### src/rtl/reg_bank_wr_arb.sv
// rtl/reg_bank_wr_arb.sv - write-port arbiter and init sequencer for reg_bank
//
// Two requesters share reg_bank's single write port through valid/ready
// handshakes, arbitrated round-robin. An optional sequencer clears every
// register to zero after reset before any requester is served.
//
// Optional feature macro: REG_BANK_ARB_INIT_EN (defined = INIT sequencer
// compiled in; undefined = reset enters ARB directly).
//
// Parameters:
//   W - register data width
//   N - address width (bank holds 2^N registers)
// Ports:
//   clk                  system clock, rising edge
//   reset                asynchronous active-low reset
//   req0_valid/addr/data requester 0 write request
//   req0_ready           requester 0 granted this cycle (combinational)
//   req1_*               same for requester 1
//   bank_we/addr/data    registered write port into reg_bank
//   grant_id             source of the current bank_* write (0 during INIT)
//   init_done            high while the block is in ARB
module reg_bank_wr_arb #(
  parameter int W = 7,
  parameter int N = 4
) (
  input  logic         clk,
  input  logic         reset,
  input  logic         req0_valid,
  input  logic [N-1:0] req0_addr,
  input  logic [W-1:0] req0_data,
  output logic         req0_ready,
  input  logic         req1_valid,
  input  logic [N-1:0] req1_addr,
  input  logic [W-1:0] req1_data,
  output logic         req1_ready,
  output logic         bank_we,
  output logic [N-1:0] bank_addr,
  output logic [W-1:0] bank_data,
  output logic         grant_id,
  output logic         init_done
);

  typedef enum logic {ST_INIT = 1'b0, ST_ARB = 1'b1} state_t;

  state_t       state;
  state_t       state_next;
  logic         prio;
  logic         arb_active;
  logic         grant0;
  logic         grant1;
  logic         init_wr;
  logic [N-1:0] init_addr;

`ifdef REG_BANK_ARB_INIT_EN
  localparam state_t         RST_STATE = ST_INIT;
  localparam logic   [N:0]   INIT_LAST = {1'b0, {N{1'b1}}};
  logic [N:0] init_cnt;

  assign init_addr = init_cnt[N-1:0];

  always_ff @(posedge clk or negedge reset) begin
    if (!reset)
      init_cnt <= '0;
    else if (init_wr)
      init_cnt <= init_cnt + (N+1)'(1);
  end
`else
  localparam state_t RST_STATE = ST_ARB;
  assign init_addr = '0;
`endif

  // Gating with reset keeps readies and init_done low while reset is held,
  // which matters when reset enters ARB directly.
  assign arb_active = (state == ST_ARB) & reset;

  // prio names the requester that wins when both are valid.
  assign grant0 = arb_active & req0_valid & (~req1_valid | ~prio);
  assign grant1 = arb_active & req1_valid & (~req0_valid |  prio);

  assign req0_ready = grant0;
  assign req1_ready = grant1;
  assign init_done  = arb_active;

  always_ff @(posedge clk or negedge reset) begin
    if (!reset)
      state <= RST_STATE;
    else
      state <= state_next;
  end

  always_comb begin
    state_next = state;
    init_wr    = 1'b0;
`ifdef REG_BANK_ARB_INIT_EN
    if (state == ST_INIT) begin
      init_wr = 1'b1;
      if (init_cnt == INIT_LAST)
        state_next = ST_ARB;
    end
`endif
  end

  // bank_addr/data/grant_id only move when a write is issued.
  always_ff @(posedge clk or negedge reset) begin
    if (!reset) begin
      bank_we   <= 1'b0;
      bank_addr <= '0;
      bank_data <= '0;
      grant_id  <= 1'b0;
      prio      <= 1'b0;
    end else if (init_wr) begin
      bank_we   <= 1'b1;
      bank_addr <= init_addr;
      bank_data <= '0;
      grant_id  <= 1'b0;
    end else if (grant0) begin
      bank_we   <= 1'b1;
      bank_addr <= req0_addr;
      bank_data <= req0_data;
      grant_id  <= 1'b0;
      prio      <= 1'b1;
    end else if (grant1) begin
      bank_we   <= 1'b1;
      bank_addr <= req1_addr;
      bank_data <= req1_data;
      grant_id  <= 1'b1;
      prio      <= 1'b0;
    end else begin
      bank_we   <= 1'b0;
    end
  end

endmodule

### config.mk
export PLATFORM = sky130hd
export DESIGN_NAME = reg_bank_wr_arb
export DESIGN_NICKNAME = d
export VERILOG_FILES = /design/src/rtl/reg_bank_wr_arb.sv
export SDC_FILE = /design/constraint.sdc
export NUM_CORES = 1
export LEC_CHECK = 0
export BUFFER_PORTS_ARGS = -buffer_cell sky130_fd_sc_hd__buf_2
export CAP_MARGIN = 40
export CORE_UTILIZATION = 44
export CTS_CLUSTER_DIAMETER = 100
export DETAILED_ROUTE_END_ITERATION = 8
export PLACE_DENSITY_LB_ADDON = 0.12
export SYNTH_ARGS = -nofsm -noshare
export SYNTH_HDL_FRONTEND = slang
export SYNTH_SLANG_ARGS = --single-unit
### constraint.sdc
create_clock -name clk -period 2.1 [get_ports clk]
set_input_delay 0.315 -clock clk [delete_from_list [all_inputs] [get_ports clk]]
set_output_delay 0.315 -clock clk [all_outputs]
set_load 0.005 [all_outputs]
==> results of run 1 <==
==> layer usage <==
layer / GRT usage (%) / vias to the layer above / wire, um
li1: - / 361 / -
met1: 26.1 / 314 / 725
met2: 32.8 / 32 / 796
met3: 4.35 / 2 / 108
met4: 7.74 / 0 / 12
met5: 0 / - / 0
==> logic make-up (layout without fill, tap and decap cells) <==
logic type | after synthesis | in the layout | share of synthesized area, %
simple gates | 30 | 30 | 19.9
compound gates | 26 | 26 | 21.3
flops | 14 | 14 | 50.6
buf+inv | 8 | 47 | 8.14
==> worst max-delay path, stage by stage <==
cell and delay [ns]:
dlygate4sd3_1 0.53, buf_2 0.20, nand2_1 0.30, nor2_1 0.17, buf_2 0.12
==> Yosys cell counts <==
library cell	count
a21oi_1	1
a31oi_1	11
and2_2	1
and2_4	1
buf_2	3
buf_4	2
buf_6	2
dfrtp_1	14
inv_1	1
nand2_1	4
nand2b_1	1
nand3_1	11
nor2_1	12
o21a_2	1
o21ai_0	4
o21ai_1	9
==> report_power, final <==
part	internal, uW	switching, uW
Combinational	77.0	87.2
Clock	66.3	82.3
Sequential	308	19.3
Total	451	189
==> sequential cells by signal (all words and copies together), names as in the netlist <==
register and cells:
bank_data 7, bank_addr 4, bank_we 1, grant_id 1, prio 1
==> what timing repair did <==
item	in CTS	in global routing
hold buffers	1	0
hold endpoints to repair	4	0
setup buffers	0	0
==> final timing paths <==
| path | startpoint | end | slack [ns] | cells past startpoint |
|---|---|---|---|---|
| max | reset | req0_ready | 0.13 | 5 |
| max reg2reg | prio$_DFFE_PN0P_ | bank_data[6]$_DFFE_PN0P_ | 0.96 | 3 |
| min in group asynchronous | reset | bank_data[6]$_DFFE_PN0P_ | 0.42 | 2 |
| max in group asynchronous | reset | bank_data[0]$_DFFE_PN0P_ | 1.30 | 3 |
| min reg2reg | grant_id$_DFFE_PN0P_ | grant_id$_DFFE_PN0P_ | 0.52 | 2 |
| min | req0_addr[0] | bank_addr[0]$_DFFE_PN0P_ | 0.30 | 3 |
==> metrics by stage <==
step	hold slack, ns	std cells	area (um2)
after floorplan	0.0194	78	692
after global placement	0.158	128	871
after detailed placement	0.162	128	871
after CTS	0.296	132	903
after global routing	0.303	132	903
final	0.300	132	903
==> final cells by class <==
cell class / count / area [um2]
well taps: 15 / 18.8
repair buffers: 43 / 223
fillers: 126 / 479
inverters: 1 / 3.75
clock buffers: 3 / 22.5
flip-flops and latches: 14 / 350
multi-input cells: 56 / 285
==> key figures, run 1 <==
Routing
  – Final WL: about 1600 um
  – Remaining antenna violation count: 0
  – WL per Instance: between 10 and 15 um
  – Drt first pass iters: 4
  – Routed vias/inst: 5.37
  – DRC violations left: 0
  – Via Count: 709
  – Initial drt markers: 18

Timing
  – Period utilization: a little over nine tenths
  – Setup ws final: around 0.13 ns
  – Max Slew Vio Count: 0
  – Hold Violations, Final: 0
  – Rel. slew slack: 71.1%
  – Setup TNS: 0 ns
  – Final critical-path required period: between 1.5 and 2 ns
  – Clock skew: between 0.003 and 0.004 ns
  – # setup viols final: 0
  – Slew @ Worst Pin: ~0.43 ns
  – Fmax: roughly 510 MHz
  – RSZ-0062 raised after global routing: false

Critical path
  – CP Capture Type: output port
  – WP data arrival: around 1.7 ns
  – Critical Path RT: approximately 1.8 ns
  – Crit start category: primary input
  – Crit-path max FO: 14
  – Crit Path Category: in2out

GRT
  – Gr usage total: 20.1%
  – Remaining global-route overflow: 0
  – Largest net degree at the start of global routing: 24
  – Initial antenna violation count: 0
  – First-pass GRT wire length: between 2000 and 3000 um
  – Vias in the first global route: 605

Finish
  – Share of layout cells above drive strength 1: between 40% and 50%
  – Antenna Cells: 0
  – Synthesis-to-finish area growth: 30.6%
  – Final net count: ~150
  – Most frequent cells in the layout: buf_2 (41), dfrtp_1 (14), nor2_1 (12)
  – Post-route core utilization: about two thirds
  – Commonest non-fill, non-tap cell in the layout: buf_2

Power and ir drop
  – Total power: 640 uW
  – Pwr dens: a little over 700 nW/um2
  – Peak supply drop: ~0.4 mV
  – Leakage: around 0.00043 uW

Clock network
  – Resized cells post-CTS: 0
  – Clock slew at reported path FFs: around 0.080 ns
  – Clock buffer depth: 2
  – Skew-Pair Late Insertion Delay: about 0.27 ns
  – Cts bufs inserted: 3
  – # H-tree levels: 1
  – CTS tree: built
  – Sink Count: 14
  – Clock Tree Root: clkbuf_4

Yosys
  – Synth top area cells: dfrtp_1 (51%), a31oi_1 (9.9%), nand3_1 (8.0%)
  – Post-synth top area share: around half
  – Syn Nets: around 100
  – Sequential share of the synthesized area: slightly above 50%
  – FF+latch count, synth: 14
  – Synth area leader: dfrtp_1
  – Synth Instances: 78
  – Yosys warnings: 0
  – Syn avg cell area: slightly below 9 um2
  – Mapped Area: roughly 690 um2
  – Synth cell types: 16

Floorplan
  – Die Width: 41.7 um
  – Die Ht: approximately 42 um
  – Row cnt: 13
  – Initial Utilization: approximately 50%
  – Top-Level Pins: 42
  – Die area: roughly 1700 um2
  – Core area: 1380 um2

Placed design
  – Port bufs: 41
  – Post-detail-place hpwl: 1170 um
  – Placer Congestion: approximately 0.75
  – Pre-CTS WS: between 0.6 and 0.7 ns

Run
  – Maxcap violations: 0

Hold path
  – Min-Delay Path Class: in2reg

Status
  – Status: finished, final reports clean
Power figures use the tool's default switching activity.
==> inputs of run 2 (changes only) <==
Settings changed: CORE_UTILIZATION 44 to 37.
Clock period 2.1 ns to 1.7 ns, I/O delays scaled along.
==> key figures, run 2 (synthesized netlist as in run 1, its figures left out) <==
Status
  – Status: finished, final reports clean

Floorplan
  – Core area: roughly 1700 um2
  – Top-Level Pins: 42
  – Row cnt: 15
  – Initial Utilization: between 30% and 40%
  – Die Ht: about 45 um
  – Die Width: 45.2 um
  – Die area: 2050 um2

Finish
  – Final net count: 146
  – Most frequent cells in the layout: buf_2 (41), dfrtp_1 (14), nor2_1 (12)
  – Synthesis-to-finish area growth: 35.8%
  – Largest regs: bank_data: 7 flops, bank_addr: 4 flops
  – Share of layout cells above drive strength 1: between 40% and 50%
  – Top reg by flops: bank_data
  – Antenna Cells: 0
  – Design area: around 940 um2
  – Commonest non-fill, non-tap cell in the layout: buf_2
  – Flip-flop count of the largest register after layout: 7

Routing
  – Remaining antenna violation count: 0
  – Drt first pass iters: 4
  – Final WL: roughly 1800 um
  – WL per Instance: approximately 12 um
  – Via Count: ~730
  – DRC violations left: 0
  – Initial drt markers: 25
  – Routed vias/inst: 5.03

Timing
  – # setup viols final: 0
  – Slew @ Worst Pin: about 0.45 ns
  – Clock skew: around 0.0023 ns
  – Fmax: around 720 MHz
  – Final critical-path required period: 1.39 ns
  – Setup TNS: 0 ns
  – Hold Violations, Final: 0
  – Max Slew Vio Count: 0
  – Period utilization: around four fifths
  – Rel. slew slack: 69.8%
  – RSZ-0062 raised after global routing: false

Power and ir drop
  – Pwr dens: 901 nW/um2
  – Leakage: around 0.00045 uW
  – Register share of total power: 48.1%
  – Internal: between 600 and 700 uW
  – Sw Pwr: about 240 uW
  – Total power: 847 uW
  – Fraction of power spent switching nets: 28.3%
  – Peak supply drop: 0.434 mV
  – Comb pwr share: a little under a quarter
  – Clock Power Share: around 28%

Placed design
  – Post-DP Area: slightly below 900 um2
  – Placer Congestion: between 0.7 and 0.8
  – Post-detail-place hpwl: between 1000 and 1500 um
  – Port bufs: 41

GRT
  – Gr usage total: 18.8%
  – Remaining global-route overflow: 0
  – Largest net degree at the start of global routing: 24
  – Initial antenna violation count: 0
  – First-pass GRT wire length: about 2700 um
  – Vias in the first global route: about 640

Critical path
  – Worst R2R End: bank_data[0]$_DFFE_PN0P_
  – Crit Path Category: reg2out
  – Worst reg2reg startpoint: prio$_DFFE_PN0P_
  – Setup crit start: prio$_DFFE_PN0P_
  – Critical Path Sink: req0_ready
  – Crit-path max FO: 13
  – Crit start category: flip-flop
  – CP Capture Type: output port
  – R2R setup slack: 0.52 ns
  – Reg2reg path depth: 3
  – WP data arrival: 1.14 ns
  – Critical Path RT: 1.44 ns

Clock network
  – Clock slew at reported path FFs: around 0.08 ns
  – CTS tree: built
  – Clock Tree Root: clkbuf_4
  – # H-tree levels: 1
  – Skew-Pair Late Insertion Delay: approximately 0.27 ns
  – Setup bufs post-CTS: 0
  – Clock buffer depth: 2
  – Cts bufs inserted: 3
  – Sink Count: 14

Run
  – Maxcap violations: 0

Hold path
  – Min-Delay Path Class: in2reg
-- run 2: worst max-delay path, stage by stage, from the launching register on --
cell	delay, ns
dfrtp_1	0.43
and2_4	0.22
nor2_1	0.09
buf_2	0.12
-- run 2: per-layer routing --
| metal | wire length [um] | vias up | global-route usage (%) |
|---|---|---|---|
| li1 | - | 360 | - |
| met1 | 806 | 332 | 24.1 |
| met4 | 12 | 0 | 10.9 |
| met3 | 112 | 2 | 2.80 |
| met5 | 0 | - | 0 |
| met2 | 824 | 31 | 30.1 |
-- run 2: what timing repair did --
item                      in CTS  in global routing
gates resized for setup        0                  0
hold endpoints to repair       5                  0
hold buffers                   2                  0
-- run 2: power by group through the flow --
stage | sequential [uW] | clock, uW | combinational, uW
floorplan | 417 | 0 | 108
global placement | 412 | 0 | 200
finish | 407 | 236 | 203
global route | 413 | 265 | 232
CTS | 408 | 244 | 206
detailed placement | 414 | 0 | 202
-- run 2: worst min path at each step --
stage / startpoint / end / slack, ns / depth (start not counted)
floorplan: reset / bank_addr[0]$_DFFE_PN0P_ / -0.04 / 0
global placement: reset / bank_data[1]$_DFFE_PN0P_ / 0.1 / 1
detailed placement: reset / bank_data[3]$_DFFE_PN0P_ / 0.10 / 1
CTS: req0_data[2] / bank_data[2]$_DFFE_PN0P_ / 0.22 / 3
global route: req0_data[3] / bank_data[3]$_DFFE_PN0P_ / 0.23 / 3
finish: req0_data[2] / bank_data[2]$_DFFE_PN0P_ / 0.23 / 3
-- run 2: per-stage QoR --
stage | utilization (%) | worst slack [ns] | hold slack, ns | std cells
floorplan | - | 0.662 | -0.0406 | 78
global placement | 50.6 | 0.385 | 0.0970 | 138
detailed placement | 50.6 | 0.375 | 0.103 | 138
CTS | 53.8 | 0.292 | 0.223 | 144
global route | 53.8 | 0.222 | 0.231 | 144
finish | 53.8 | 0.307 | 0.229 | 144
-- run 2: layout make-up --
type / instances / area [um2]
Clock buffer: 4 / 36.3
Fill cell: 180 / 806
Inverter: 1 / 3.75
Multi-Input combinational cell: 56 / 285
Sequential cell: 14 / 350
Tap cell: 25 / 31.3
Timing Repair Buffer: 44 / 233
